**src/rtl/somsub_pkg.sv**
```systemverilog
// Shared types and helpers for the bit-serial adder/subtractor.
package somsub_pkg;

  typedef enum logic [1:0] {
    IDLE = 2'd0,
    CALC = 2'd1,
    HOLD = 2'd2
  } state_e;

  localparam int SOMSUB_N_DEF = 8;

  // Bit counter must hold 0..N-1; never narrower than one bit.
  function automatic int somsub_cnt_w(input int n);
    return (n < 3) ? 1 : $clog2(n);
  endfunction

endpackage

```
**src/rtl/somsub_serial_celula.sv**
```systemverilog
// One-bit full adder/subtractor cell: m=0 yields carry, m=1 yields borrow on ts.
module celula_somsub (
  input  logic m,
  input  logic a,
  input  logic b,
  input  logic te,
  output logic s,
  output logic ts
);

  assign s  = a ^ b ^ te;
  assign ts = (b & te) | ((a ^ m) & (b | te));

endmodule

```
**src/rtl/somsub_serial.sv**
```systemverilog
// Bit-serial N-bit adder/subtractor, LSB first, valid/ready on both sides.
// Define SOMSUB_OVERFLOW_EN to add the signed overflow output V.
module somsub_serial
  import somsub_pkg::*;
#(
  parameter int N = SOMSUB_N_DEF
) (
  input  logic         clk,
  input  logic         rst_n,
  input  logic         in_valid,
  output logic         in_ready,
  input  logic         M,
  input  logic [N-1:0] A,
  input  logic [N-1:0] B,
  output logic         out_valid,
  input  logic         out_ready,
  output logic [N-1:0] S,
  output logic         Ts
`ifdef SOMSUB_OVERFLOW_EN
  ,
  output logic         V
`endif
);

  localparam int CW = somsub_cnt_w(N);

  state_e         state_q, state_d;
  logic [N-1:0]   a_sh_q, a_sh_d, b_sh_q, b_sh_d;
  logic [N-1:0]   res_sh_q, res_sh_d, s_q, s_d;
  logic [CW-1:0]  cnt_q, cnt_d;
  logic           m_q, m_d, carry_q, carry_d, ts_q, ts_d;
  logic           in_ready_q, in_ready_d, out_valid_q, out_valid_d;
  logic           cell_s, cell_ts;
  logic [N-1:0]   res_next;
`ifdef SOMSUB_OVERFLOW_EN
  logic           a_msb_q, a_msb_d, b_msb_q, b_msb_d, v_q, v_d;
`endif

  celula_somsub u_cell (
    .m  (m_q),
    .a  (a_sh_q[0]),
    .b  (b_sh_q[0]),
    .te (carry_q),
    .s  (cell_s),
    .ts (cell_ts)
  );

  assign res_next = {cell_s, res_sh_q[N-1:1]};

  always_comb begin
    state_d     = state_q;
    a_sh_d      = a_sh_q;
    b_sh_d      = b_sh_q;
    res_sh_d    = res_sh_q;
    s_d         = s_q;
    cnt_d       = cnt_q;
    m_d         = m_q;
    carry_d     = carry_q;
    ts_d        = ts_q;
    in_ready_d  = in_ready_q;
    out_valid_d = out_valid_q;
`ifdef SOMSUB_OVERFLOW_EN
    a_msb_d     = a_msb_q;
    b_msb_d     = b_msb_q;
    v_d         = v_q;
`endif
    case (state_q)
      IDLE: begin
        if (in_valid && in_ready_q) begin
          a_sh_d     = A;
          b_sh_d     = B;
          m_d        = M;
          carry_d    = 1'b0;
          cnt_d      = '0;
          res_sh_d   = '0;
          in_ready_d = 1'b0;
          state_d    = CALC;
`ifdef SOMSUB_OVERFLOW_EN
          a_msb_d    = A[N-1];
          b_msb_d    = B[N-1];
`endif
        end
      end
      CALC: begin
        a_sh_d   = a_sh_q >> 1;
        b_sh_d   = b_sh_q >> 1;
        res_sh_d = res_next;
        carry_d  = cell_ts;
        cnt_d    = cnt_q + CW'(1);
        // Visible outputs are loaded only on the last bit.
        if (cnt_q == CW'(N - 1)) begin
          s_d         = res_next;
          ts_d        = cell_ts;
          out_valid_d = 1'b1;
          state_d     = HOLD;
`ifdef SOMSUB_OVERFLOW_EN
          v_d = m_q ? ((a_msb_q != b_msb_q) && (cell_s != a_msb_q))
                    : ((a_msb_q == b_msb_q) && (cell_s != a_msb_q));
`endif
        end
      end
      HOLD: begin
        if (out_ready) begin
          out_valid_d = 1'b0;
          in_ready_d  = 1'b1;
          state_d     = IDLE;
        end
      end
      default: begin
        out_valid_d = 1'b0;
        in_ready_d  = 1'b1;
        state_d     = IDLE;
      end
    endcase
  end

  always_ff @(posedge clk or negedge rst_n) begin
    if (!rst_n) begin
      state_q     <= IDLE;
      a_sh_q      <= '0;
      b_sh_q      <= '0;
      res_sh_q    <= '0;
      s_q         <= '0;
      cnt_q       <= '0;
      m_q         <= 1'b0;
      carry_q     <= 1'b0;
      ts_q        <= 1'b0;
      in_ready_q  <= 1'b1;
      out_valid_q <= 1'b0;
`ifdef SOMSUB_OVERFLOW_EN
      a_msb_q     <= 1'b0;
      b_msb_q     <= 1'b0;
      v_q         <= 1'b0;
`endif
    end else begin
      state_q     <= state_d;
      a_sh_q      <= a_sh_d;
      b_sh_q      <= b_sh_d;
      res_sh_q    <= res_sh_d;
      s_q         <= s_d;
      cnt_q       <= cnt_d;
      m_q         <= m_d;
      carry_q     <= carry_d;
      ts_q        <= ts_d;
      in_ready_q  <= in_ready_d;
      out_valid_q <= out_valid_d;
`ifdef SOMSUB_OVERFLOW_EN
      a_msb_q     <= a_msb_d;
      b_msb_q     <= b_msb_d;
      v_q         <= v_d;
`endif
    end
  end

  assign in_ready  = in_ready_q;
  assign out_valid = out_valid_q;
  assign S         = s_q;
  assign Ts        = ts_q;
`ifdef SOMSUB_OVERFLOW_EN
  assign V         = v_q;
`endif

endmodule

```
**config.mk**
```make
export PLATFORM = sky130hd
export DESIGN_NAME = somsub_serial
export DESIGN_NICKNAME = d
export VERILOG_FILES = /design/src/rtl/somsub_pkg.sv /design/src/rtl/somsub_serial_celula.sv /design/src/rtl/somsub_serial.sv
export SDC_FILE = /design/constraint.sdc
export NUM_CORES = 1
export LEC_CHECK = 0
export BUFFER_PORTS_ARGS = -buffer_cell sky130_fd_sc_hd__buf_2
export CORE_ASPECT_RATIO = 1.2
export CORE_UTILIZATION = 47
export DETAILED_ROUTE_END_ITERATION = 7
export PLACE_DENSITY = 0.69
export SYNTH_ARGS = -nofsm -noshare
export SYNTH_HDL_FRONTEND = slang
export SYNTH_HIERARCHICAL = 1
export SYNTH_SLANG_ARGS = --single-unit
```
**constraint.sdc**
```tcl
create_clock -name clk -period 2.9 [get_ports clk]
set_input_delay 0.145 -clock clk [delete_from_list [all_inputs] [get_ports clk]]
set_output_delay 0.145 -clock clk [all_outputs]
set_load 0.02 [all_outputs]
```
# == Yosys cells after proc, flatten, opt, wreduce, memory -nomap -nowiden ==
# Cells that the tools add are included.
# totals
word_cells,55
reg_bits,42
out_inout_bits,11
inputBits,21
# classes
bitwise,9
n_reduce_logical,9
n_eq_ne,6
muxes,19
n_addsub,1
# ops
op,count
$pmux 8 s2,3
$mux 8,3
$reduce_and 3->1,3
$mux 2,3
$ne 2x2->1 const B,3
$pmux 1 s3,2
$pmux 2 s3,1
$pmux 3 s2,1
$reduce_and 2->1,3
$mux 1,4
$add 3x1->3 const B,1
$eq 3x3->1 const B,1
$mux 3,1
$xor 1x1->1,3
$and 1x1->1,2
$eq 2x1->1 const B,1
$eq 2x2->1 const B,1
$logic_not 2->1,1
$not 1->1,2
$or 1x1->1,2
$pmux 1 s2,1
$reduce_bool 2->1,1
$logic_and 1x1->1,1

# == Logic depth before layout (Yosys ltp) ==
# Gate-level depths: netlist (run 1).
# depth
depth_word,4
mapped_depth,5
ltp_nobuf,4

# == Hierarchy ==
# The synthesis (run 1) kept the hierarchy.
# by_module_without_submodules
module,area_per_inst_um2,cells_each,instances,seq_area_each_um2
somsub_serial,1665.3,118,1,1027.2
celula_somsub,37.5,4,1,0.0

# == Least setup slack after synthesis (run 1) ==
# No wires, ideal clock.
# synth_path
path_type,flip-flop to flip-flop
start,register in_ready_q (netlist: in_ready)
end,register m_q
path_buffers,1
setup_time_ps,127
stages_incl_launch_ff,4
slack_ps,1433
arrival_time_ps,1340
synth_period_minus_slack_ps,1467
t_required_ps,2773
path_cell_list,dfstp_2 -> and4bb_4 -> buf_6 -> mux2_1
# synth_between
elab_chain_cells,2
# synth_lines
item,line_no,rtl
start: declaration,somsub_serial.sv:32,"logic in_ready_q, in_ready_d, out_valid_q, out_valid_d;"
start signal: assignment,somsub_serial.sv:145,in_ready_q <= in_ready_d;
$logic_and 1x1->1,somsub_serial.sv:69,if (in_valid && in_ready_q) begin
$reduce_and 2->1 (no source line),--,
end signal: assignment,somsub_serial.sv:142,m_q <= m_d;
end: declaration,somsub_serial.sv:31,"logic m_q, m_d, carry_q, carry_d, ts_q, ts_d;"
# Every way passes these cells.
# A chain may end at the register's enable or synchronous reset.

# == Final worst setup path (run 1) ==
# layout_path
start,register state_q[1]
end,register s_q[3] (netlist: S[3])
# layout_between
elab_chain_cells,2
# layout_lines
item,line_no,rtl
start: declaration,somsub_serial.sv:27,"state_e state_q, state_d;"
start signal: assignment,somsub_serial.sv:136,state_q <= state_d;
$eq 2x1->1,somsub_serial.sv:67,case (state_q)
$reduce_and 2->1 (no source line),--,
end signal: assignment,somsub_serial.sv:123,s_q <= '0;
end signal: assignment,somsub_serial.sv:140,s_q <= s_d;
end: declaration,somsub_serial.sv:29,"logic [N-1:0] res_sh_q, res_sh_d, s_q, s_d;"
# Every way passes these cells.

==> results of run 1 <==
[worst register-to-register path, cell delays in order (launching register included)]
cell and delay (ns):
dfrtp_1 0.45, and2b_1 0.47, nand2_2 0.24, mux2_2 0.33
[area by class of cell]
cell class	instances	share of cell area, %
Clock buffer	5	3.42
Clock inverter	3	3.23
Inverter	1	0.187
Multi-Input combinational cell	74	31.6
Sequential cell	41	51.1
Tap cell	37	2.30
Timing Repair Buffer	32	8.21
[kinds of logic (layout without fill, tap and decap cells)]
logic type,count (synthesis),count (layout),synth area share (%)
compound gates,34,34,18.3
xor+xnor,3,3,1.54
fa+ha+maj,3,3,2.13
buf+inv,7,41,2.35
flops,41,41,60.3
mux,10,10,6.61
simple gates,24,24,8.74
[flip-flops by register name, summed over array words and instances (netlist names)]
name	flops
S	8
Ts	1
a_sh_q	8
b_sh_q	8
carry_q	1
cnt_q	3
in_ready	1
m_q	1
out_valid	1
res_sh_q	7
state_q	2
[cell usage after synthesis (all sizes together)]
library cell	number
dfrtp	40
ha	2
and4bb	1
nor2	4
clkbuf	1
maj3	1
o221a	14
buf	5
nand2	3
nand2b	14
inv	1
or2	1
and2b	1
dfstp	1
xnor2	2
mux2	10
a21oi	4
o31ai	1
xor2	1
o22a	1
o21ai	1
a22o	12
o21bai	1
[how the worst min path moves through the flow]
stage | slack [ns] | cells past startpoint | to
floorplan | -0.15 | 0 | S[0]$_DFFE_PN0P_
global placement | 0.30 | 1 | out_valid$_DFFE_PN0P_
detailed placement | 0.32 | 1 | S[0]$_DFFE_PN0P_
CTS | 0.07 | 2 | m_q$_DFFE_PN0P_
global route | 0.07 | 2 | b_sh_q[7]$_DFFE_PN0P_
finish | 0.07 | 2 | m_q$_DFFE_PN0P_
[stage by stage]
| stage | hold WS, ns | instance area (um2) | power, W | worst slack (ns) | util, % |
|---|---|---|---|---|---|
| 6_report | 0.0701 | 2010 | 0.00209 | 1.31 | 59.2 |
| 5_1_grt | 0.0713 | 2010 | 0.00221 | 1.17 | 59.2 |
| 4_1_cts | 0.0663 | 2010 | 0.00211 | 1.29 | 59.2 |
| 3_5_place_dp | 0.315 | 1870 | 0.00157 | 1.31 | 55.0 |
| 3_3_place_gp | 0.303 | 1870 | 0.00154 | 1.36 | 55.0 |
| 2_1_floorplan | -0.151 | 1700 | 0.00141 | 1.43 | - |
[cell usage in the layout (no fill, tap or decap), types with 2 or more instances in the layout]
cell type	n
a21oi_1	4
bufinv_16	2
xnor2_1	2
ha_1	2
dfrtp_1	40
o221a_2	14
nand2_1	2
buf_2	31
clkbuf_8	5
a22o_1	12
mux2_2	9
nor2_1	3
nand2b_1	14
[power by group]
| part | switching [W] | internal, W |
|---|---|---|
| logic | 0.000279 | 0.000337 |
| registers | 0.000142 | 0.000795 |
| clock network | 0.000195 | 0.000342 |
[layer usage]
layer,GRT usage (%),up-vias,share of wire (%)
met2,30.6,34,50
met1,19.5,548,44
met4,7.32,0,1.5
li1,-,519,-
met5,0,-,0
met3,5.10,5,5.0
[what timing repair did]
action | 4_1_cts | 5_1_grt
endpoints found under the hold margin | 23 | 0
hold buffers | 1 | 0
endpoints found under the setup margin | 0 | 0
==> results.py, run 1 <==
metrics = {
    "routing": {
        "ant_nets": 0,
        "drt_iter0_drc": 47,
        "drt_wl_total_um": 2870,
        "viasPerCell": 5.73,
        "routedWlPerCell_um": 14.9,
        "drc": 9,
        "routed-via-count": 1106,
        "drt_first_pass_iters": 6,
    },
    "setup_path": {
        "r2r-start": "state_q[1]$_DFFE_PN0P_",
        "path_buf_inv": 0,
        "critPathMaxFanout": 12,
        "crit_required_ns": 3.08,
        "critPathKind": "flip-flop to flip-flop",
        "critPathLaunch": "state_q[1]$_DFFE_PN0P_",
        "critPathSlowestCell": "and2b_1",
        "crit_cells": 3,
        "path_cells": "and2b_1 > nand2_2 > mux2_2",
        "cpPeakStageDelay_ns": 0.46,
        "reg2reg_setup_slack_ns": 1.31,
        "crit_arrival_ns": 1.77,
        "cp-end-kind": "flip-flop",
        "reg2reg_to": "S[3]$_DFFE_PN0P_",
        "critPathLaunchType": "flip-flop",
        "crit_family": "simple AND/OR/NAND/NOR gates",
        "reg2reg_depth": 3,
        "endpoint": "S[3]$_DFFE_PN0P_",
    },
    "timing": {
        "setup_viol": 0,
        "fin_crit_sh_pct": 54.9,
        "fin_crit_ns": 1.59,
        "worstMarginPinSlew_ns": 0.884,
        "max_slew_margin_pct": 41.1,
        "slew_violations": 0,
        "rsz0062_at_grt": "false",
        "fin_tns_setup_ns": 0,
        "max_freq_ghz": 0.628,
        "finalHoldViolations": 0,
        "fin_skew_ns": 0.00430,
    },
    "worst_hold_path": {
        "hp-start": "M",
        "hp-class": "input pin to flip-flop",
    },
    "layout": {
        "fillers": 298,
        "drive_gt1_share_pct": 42.9,
        "fin_nets": 178,
        "multi_input_area_um2": 636,
        "ff_latch_area_um2": 1030,
        "antennaDiodeCount": 0,
        "synthToLayoutAreaGrowth_pct": 18.1,
        "final_cells": 193,
    },
    "place": {
        "io_buffers": 31,
        "place.gp.congestion": 0.745,
        "place_inst": 184,
        "place_hpwl_um": 1930,
    },
    "clock_tree": {
        "clk_latency_ns": 0.29,
        "cts_buffer_depth": 2,
        "cts_tree": "done",
        "cts_buffers": 5,
        "cts-root-buf": "clkbuf_8",
        "cts.sinks": 41,
        "post_cts_buffers": 0,
        "path_clk_slew_ns": 0.08,
        "cts_htree_levels": 2,
        "ctsResizeCount": 0,
    },
    "floorplan": {
        "initial_core_util_pct": 50.1,
        "coreArea_um2": 3400,
        "num_rows": 23,
        "die_area_um2": 3870,
        "top_level_ports": 32,
        "dieHeight_um": 67.9,
        "dieWidth_um": 57.0,
    },
    "global_routing": {
        "gr-total-overflow": 0,
        "grt_pass1_wl_um": 4880,
        "grt_max_degree": 42,
        "antenna_found_initial": 0,
        "grt_pass1_vias": 1060,
        "track_usage_pct": 17.3,
    },
    "synthesis": {
        "ys_types": 27,
        "yosys.area.top_type": "dfrtp_1",
        "ys_seq_elements": 41,
        "synth_seq_area_share_pct": 60.3,
        "syn_area_per_cell_um2": 14.0,
        "syn-cell-area_um2": 1700,
        "synth_area_leaders": "dfrtp_1 (59%), o221a_2 (9.3%), a22o_1 (6.2%), mux2_2 (6.0%), nand2b_1 (5.1%)",
        "synth_top_area_share_pct": 58.8,
        "yosys_warnings": 6,
        "synth_nets": 145,
        "synth_cells": 122,
    },
    "power_and_ir_drop": {
        "power_density_nw_per_um2": 1040,
        "p_leak_nw": 0.930,
        "worst_ir_drop_vdd_uv": 520,
    },
    "status": {
        "violations": "design-rule violations",
        "status": "complete, but fails checks",
    },
    "job": {
        "max_cap_violations": 0,
    },
}
Note: power is estimated with default switching activity, not from simulation.
==> inputs of run 2 (changes only) <==
--- a/config.mk
+++ b/config.mk
@@ -5,11 +5,12 @@
 export SDC_FILE = /design/constraint.sdc
 export NUM_CORES = 1
 export LEC_CHECK = 0
+export ABC_AREA = 1
 export BUFFER_PORTS_ARGS = -buffer_cell sky130_fd_sc_hd__buf_2
 export CORE_ASPECT_RATIO = 1.2
 export CORE_UTILIZATION = 47
 export DETAILED_ROUTE_END_ITERATION = 7
-export PLACE_DENSITY = 0.69
+export PLACE_DENSITY = 0.68
 export SYNTH_ARGS = -nofsm -noshare
 export SYNTH_HDL_FRONTEND = slang
 export SYNTH_HIERARCHICAL = 1
==> constraint.sdc (replaced) <==
create_clock -name clk -period 1.47 [get_ports clk]
set_input_delay 0.0735 -clock clk [delete_from_list [all_inputs] [get_ports clk]]
set_output_delay 0.0735 -clock clk [all_outputs]
set_load 0.02 [all_outputs]
==> results.py, run 2 <==
metrics = {
    "global_routing": {
        "grt_max_degree": 53,
        "gr-total-overflow": 0,
        "antenna_found_initial": 0,
        "track_usage_pct": 19.1,
        "grt_pass1_vias": 1437,
        "grt_pass1_wl_um": 6170,
    },
    "power_and_ir_drop": {
        "p_int_w": 0.00261,
        "power.net_switching_w": 0.00187,
        "clockPowerShare_pct": 15.4,
        "comb_power_share_pct": 42.5,
        "worst_ir_drop_vdd_uv": 760,
        "power_density_nw_per_um2": 2010,
        "p_leak_nw": 1.21,
        "switching_share_pct": 41.6,
        "pwr-share-seq_pct": 42.1,
    },
    "routing": {
        "drt_first_pass_iters": 4,
        "met2_length_um": 1780,
        "drt_iter0_drc": 80,
        "routedWlPerCell_um": 11.3,
        "drc": 0,
        "viasPerCell": 4.86,
        "ant_nets": 0,
        "wl_met1_um": 1680,
        "wl_met3_um": 140,
        "drt_wl_total_um": 3630,
        "top_layer": "met4",
        "routed-via-count": 1555,
    },
    "floorplan": {
        "die_area_um2": 4380,
        "coreArea_um2": 3940,
        "initial_core_util_pct": 49.1,
        "dieWidth_um": 60.6,
        "num_rows": 25,
        "dieHeight_um": 72.3,
        "top_level_ports": 32,
    },
    "clock_tree": {
        "post_cts_buffers": 0,
        "cts_buffers": 5,
        "cts-root-buf": "clkbuf_8",
        "cts_htree_levels": 2,
        "clk_latency_ns": 0.28,
        "cts_tree": "done",
        "cts_buffer_depth": 2,
        "path_clk_slew_ns": 0.07,
        "cts.sinks": 41,
    },
    "synthesis": {
        "syn_area_per_cell_um2": 8.38,
        "synth_top_area_share_pct": 51.7,
        "synth_nets": 254,
        "synth_seq_area_share_pct": 53.1,
        "syn-cell-area_um2": 1940,
        "synth_area_leaders": "dfrtp_1 (52%), nand2_1 (16%), nand3_1 (13%), o21ai_0 (2.8%), inv_1 (2.7%)",
        "ys_seq_elements": 41,
        "synthFlopType": "dfrtp_1",
        "synth_edf_count": 0,
        "ys_types": 18,
        "yosys-top-cells-count": "nand2_1 (84), nand3_1 (49), dfrtp_1 (40)",
        "yosys.area.top_type": "dfrtp_1",
        "async_reset_ff_share_pct": 100,
        "synth.most_common_cell": "nand2_1",
        "yosys_warnings": 6,
        "synth_cells": 231,
    },
    "setup_path": {
        "cpPeakStageDelay_ns": 0.41,
        "path_cells": "ha_1 > ha_1 > nand3_2 > buf_12 > nand2_1 > o21ai_1",
        "critical_path.most_common_cell": "ha_1",
        "critPathLaunchType": "flip-flop",
        "reg2reg_setup_slack_ns": 0.16,
        "critPathMaxFanout": 18,
        "crit_arrival_ns": 1.52,
        "path_buf_inv": 1,
        "critPathSlowestCell": "dfrtp_1",
        "cp-end-kind": "flip-flop",
        "critPathKind": "flip-flop to flip-flop",
        "crit_required_ns": 1.68,
        "crit_family": "adder cells",
    },
    "status": {
        "status": "finished, final reports clean",
    },
    "worst_hold_path": {
        "hp-class": "input pin to flip-flop",
    },
    "layout": {
        "antennaDiodeCount": 0,
        "layout_common_cells": "nand2_1 (84), nand3_1 (48), dfrtp_1 (40)",
        "synthToLayoutAreaGrowth_pct": 15.3,
        "fin_nets": 288,
        "multi_input_area_um2": 749,
        "fillers": 411,
        "drive_gt1_share_pct": 19.9,
        "ff_latch_area_um2": 1030,
        "layout_commonest_cell": "nand2_1",
        "final_core_util_pct": 56.6,
    },
    "job": {
        "max_cap_violations": 0,
    },
    "place": {
        "dpl_worst_slack_ns": 0.110,
        "place.gp.congestion": 0.822,
        "io_buffers": 31,
        "place_hpwl_um": 2490,
    },
    "timing": {
        "setup_viol": 0,
        "finalHoldViolations": 0,
        "fin_tns_setup_ns": 0,
        "fin_skew_ns": 0.00406,
        "rsz0062_at_grt": "false",
        "worstMarginPinSlew_ns": 0.530,
        "fin_crit_ns": 1.31,
        "max_slew_margin_pct": 64.7,
        "slew_violations": 0,
        "setup_ws_ns": 0.164,
        "fin_crit_sh_pct": 88.8,
        "max_freq_ghz": 0.766,
    },
}
-- run 2: cell types whose count changed in the layout (fill, tap and decap cells not counted), sizes merged, moves of 4 or more --
| cell | delta |
|---|---|
| a21oi | -4 |
| nand2b | -14 |
| o221a | -14 |
| inv | +14 |
| buf | +8 |
| nand2 | +84 |
| o21ai | +19 |
| nand3 | +50 |
| mux2 | -10 |
| a22o | -12 |
-- run 2: cells by family (layout without fill, tap and decap cells) --
family,after synthesis,after routing,share of synthesized area (%)
DFF,41,41,53.1
AOI/OAI and AO/OA,21,21,5.56
and+or+nand+nor,138,138,31.4
buffers and inverters,29,64,8.73
adders and majority gates,2,2,1.29
-- run 2: area by class of cell --
cell class / count / area share [%]
multi-input combinational: 161 / 33.6
tap: 54 / 3.03
sequential: 41 / 46.0
clock buffer: 6 / 3.25
inverter: 15 / 2.52
clock inverter: 2 / 0.449
timing repair buffer: 41 / 11.1
-- run 2: path summary, 6_finish.rpt --
kind / startpoint / endpoint / depth (start not counted)
setup reg to reg: cnt_q[0]$_DFFE_PN0P_ / S[5]$_DFFE_PN0P_ / 6
min in group asynchronous: rst_n / S[0]$_DFFE_PN0P_ / 3
max in group asynchronous: rst_n / in_ready$_DFFE_PN1P_ / 3
hold / removal: M / m_q$_DFFE_PN0P_ / 3
setup / recovery: cnt_q[0]$_DFFE_PN0P_ / S[5]$_DFFE_PN0P_ / 6
hold reg to reg: out_valid$_DFFE_PN0P_ / out_valid$_DFFE_PN0P_ / 2
-- run 2: routing by layer --
metal	vias to the layer above	global-route usage, %
met2	38	32.8
li1	808	-
met5	-	0
met3	4	4.99
met4	0	6.57
met1	705	22.8
-- run 2: metrics by stage --
stage	hold slack (ns)	cell area [um2]	power, W	instances
after floorplan	-0.222	1940	0.00345	231
after global placement	0.168	2120	0.00376	310
final	0.0255	2230	0.00448	320
after CTS	0.0226	2220	0.00452	320
after global routing	0.0157	2230	0.00494	320
after detailed placement	0.165	2120	0.00381	310
-- run 2: repair_timing --
item | CTS | global route
endpoints found under the hold margin | 41 | 0
endpoints found under the setup margin | 0 | 16
gates resized for setup | 0 | 2
hold buffers | 2 | 0
-- run 2: power by group through the flow --
| stage | Sequential (W) | Combinational [W] | Clock [W] |
|---|---|---|---|
| after floorplan | 0.00198 | 0.00147 | 0 |
| after global placement | 0.00189 | 0.00186 | 0 |
| after detailed placement | 0.00191 | 0.00191 | 0 |
| after CTS | 0.00189 | 0.00191 | 0.000716 |
| after global routing | 0.00195 | 0.00223 | 0.000767 |
| final | 0.00189 | 0.00190 | 0.000691 |
-- run 2: worst reg2reg max path, stage by stage (launching register included) --
cell and delay [ns]:
dfrtp_1 0.41, ha_1 0.22, ha_1 0.20, nand3_2 0.13, buf_12 0.15, nand2_1 0.05
o21ai_1 0.07
==> inputs of run 3 (changes only) <==
--- a/config.mk
+++ b/config.mk
@@ -9,6 +9,7 @@
 export BUFFER_PORTS_ARGS = -buffer_cell sky130_fd_sc_hd__buf_2
 export CORE_ASPECT_RATIO = 1.2
 export CORE_UTILIZATION = 47
+export CTS_BUF_LIST = sky130_fd_sc_hd__clkbuf_4
 export DETAILED_ROUTE_END_ITERATION = 7
 export PLACE_DENSITY = 0.68
 export SYNTH_ARGS = -nofsm -noshare
==> results.py, run 3 (synthesized netlist as in run 2, its figures left out) <==
metrics = {
    "status": {
        "status": "finished, final reports clean",
    },
    "layout": {
        "fillers": 404,
        "final_area_um2": 2270,
        "layout_commonest_cell": "nand2_1",
        "drive_gt1_share_pct": 19.8,
        "layout_common_cells": "nand2_1 (84), nand3_1 (48), dfrtp_1 (40)",
        "fin_nets": 295,
        "synthToLayoutAreaGrowth_pct": 17.5,
        "antennaDiodeCount": 0,
    },
    "setup_path": {
        "critPathMaxFanout": 18,
        "critPathKind": "flip-flop to flip-flop",
        "r2r-start": "cnt_q[0]$_DFFE_PN0P_",
        "crit_arrival_ns": 1.60,
        "reg2reg_depth": 6,
        "reg2reg_setup_slack_ns": 0.15,
        "critPathLaunchType": "flip-flop",
        "cp-end-kind": "flip-flop",
        "reg2reg_to": "S[7]$_DFFE_PN0P_",
        "crit_required_ns": 1.75,
    },
    "clock_tree": {
        "cts_buffer_depth": 2,
        "cts_htree_levels": 2,
        "post_cts_buffers": 0,
        "cts.sinks": 41,
        "cts-root-buf": "clkbuf_4",
        "cts_buffers": 5,
        "path_clk_slew_ns": 0.12,
        "clk_latency_ns": 0.34,
        "cts_tree": "done",
    },
    "routing": {
        "routed-via-count": 1595,
        "ant_nets": 0,
        "drt_wl_total_um": 3680,
        "drt_iter0_drc": 64,
        "routedWlPerCell_um": 11.2,
        "viasPerCell": 4.88,
        "drt_first_pass_iters": 4,
        "drc": 0,
    },
    "timing": {
        "max_slew_margin_pct": 65.0,
        "slew_violations": 0,
        "rsz0062_at_grt": "false",
        "max_freq_ghz": 0.756,
        "fin_tns_setup_ns": 0,
        "finalHoldViolations": 0,
        "setup_viol": 0,
        "fin_crit_sh_pct": 90.0,
        "worstMarginPinSlew_ns": 0.525,
        "fin_skew_ns": 0.00978,
        "fin_crit_ns": 1.32,
        "whs_ns": 0.0117,
    },
    "floorplan": {
        "dieWidth_um": 60.6,
        "dieHeight_um": 72.3,
        "top_level_ports": 32,
        "num_rows": 25,
        "initial_core_util_pct": 49.1,
        "die_area_um2": 4380,
        "coreArea_um2": 3940,
    },
    "worst_hold_path": {
        "hp-class": "input pin to flip-flop",
        "hp-start": "B[3]",
        "hold_end": "b_sh_q[3]$_DFFE_PN0P_",
        "whs_path_depth": 5,
    },
    "global_routing": {
        "track_usage_pct": 19.4,
        "gr-total-overflow": 0,
        "grt_pass1_vias": 1464,
        "antenna_found_initial": 0,
        "grt_max_degree": 53,
        "grt_pass1_wl_um": 6250,
    },
    "job": {
        "max_cap_violations": 0,
    },
    "place": {
        "place_hpwl_um": 2490,
        "io_buffers": 31,
        "place.gp.congestion": 0.822,
        "placed_cell_area_um2": 2120,
    },
    "power_and_ir_drop": {
        "finalPower_w": 0.00435,
        "worst_ir_drop_vdd_uv": 732,
        "p_leak_nw": 1.23,
        "power_density_nw_per_um2": 1910,
    },
}
[run 3: cell types whose count changed in the layout (fill, tap and decap cells not counted), sizes merged]
cell,previous run,this run
dlygate4sd3,2,9
[run 3: through the flow]
step / utilization [%] / worst slack [ns] / cells
detailed placement: 53.7 / 0.110 / 310
global placement: 53.7 / 0.127 / 310
global route: 57.7 / 0.0214 / 327
floorplan: - / 0.245 / 231
finish: 57.7 / 0.147 / 327
CTS: 57.4 / 0.0804 / 327
[run 3: routing by layer]
metal / GRT usage [%] / share of wire, % / up-vias
li1: - / - / 826
met1: 23.1 / 46 / 729
met2: 33.1 / 49 / 35
met3: 4.81 / 4.3 / 5
met4: 7.58 / 1.6 / 0
met5: 0 / 0 / -
[run 3: critical path: stages (launching register included)]
cell     delay [ns]
dfrtp_1        0.42
ha_1           0.22
ha_1           0.21
nand3_2        0.13
buf_12         0.15
nand2_1        0.05
o21ai_1        0.07
[run 3: layout make-up]
type | instances | area (um2) | area share (%)
tap | 54 | 67.6 | 2.97
sequential | 41 | 1030 | 45.2
inverter | 15 | 56.3 | 2.48
clock buffer | 6 | 45.0 | 1.98
clock inverter | 2 | 10.0 | 0.440
timing repair buffer | 48 | 318 | 14.0
multi-input combinational | 161 | 749 | 33.0
[run 3: report_power, final]
group,switching [W],leakage [nW],internal [W]
logic,0.00121,0.669,0.000702
registers,0.000293,0.528,0.00159
clock network,0.000352,0.0354,0.000201
total,0.00186,1.23,0.00250
[run 3: what timing repair did]
action	in CTS	in global routing
endpoints found under the setup margin	0	16
endpoints found under the hold margin	49	0
hold buffers	9	0
gates resized for setup	0	2
[run 3: worst max path at each step]
stage                                    start                 endpoint  cells after the start
after CTS                 cnt_q[0]$_DFFE_PN0P_         S[5]$_DFFE_PN0P_                      6
after global routing      cnt_q[0]$_DFFE_PN0P_         S[5]$_DFFE_PN0P_                      6
after global placement    cnt_q[0]$_DFFE_PN0P_           Ts$_DFFE_PN0P_                      6
final                     cnt_q[0]$_DFFE_PN0P_         S[7]$_DFFE_PN0P_                      6
after detailed placement  cnt_q[0]$_DFFE_PN0P_         S[5]$_DFFE_PN0P_                      6
after floorplan           in_ready$_DFFE_PN1P_  res_sh_q[5]$_DFFE_PN0P_                      4
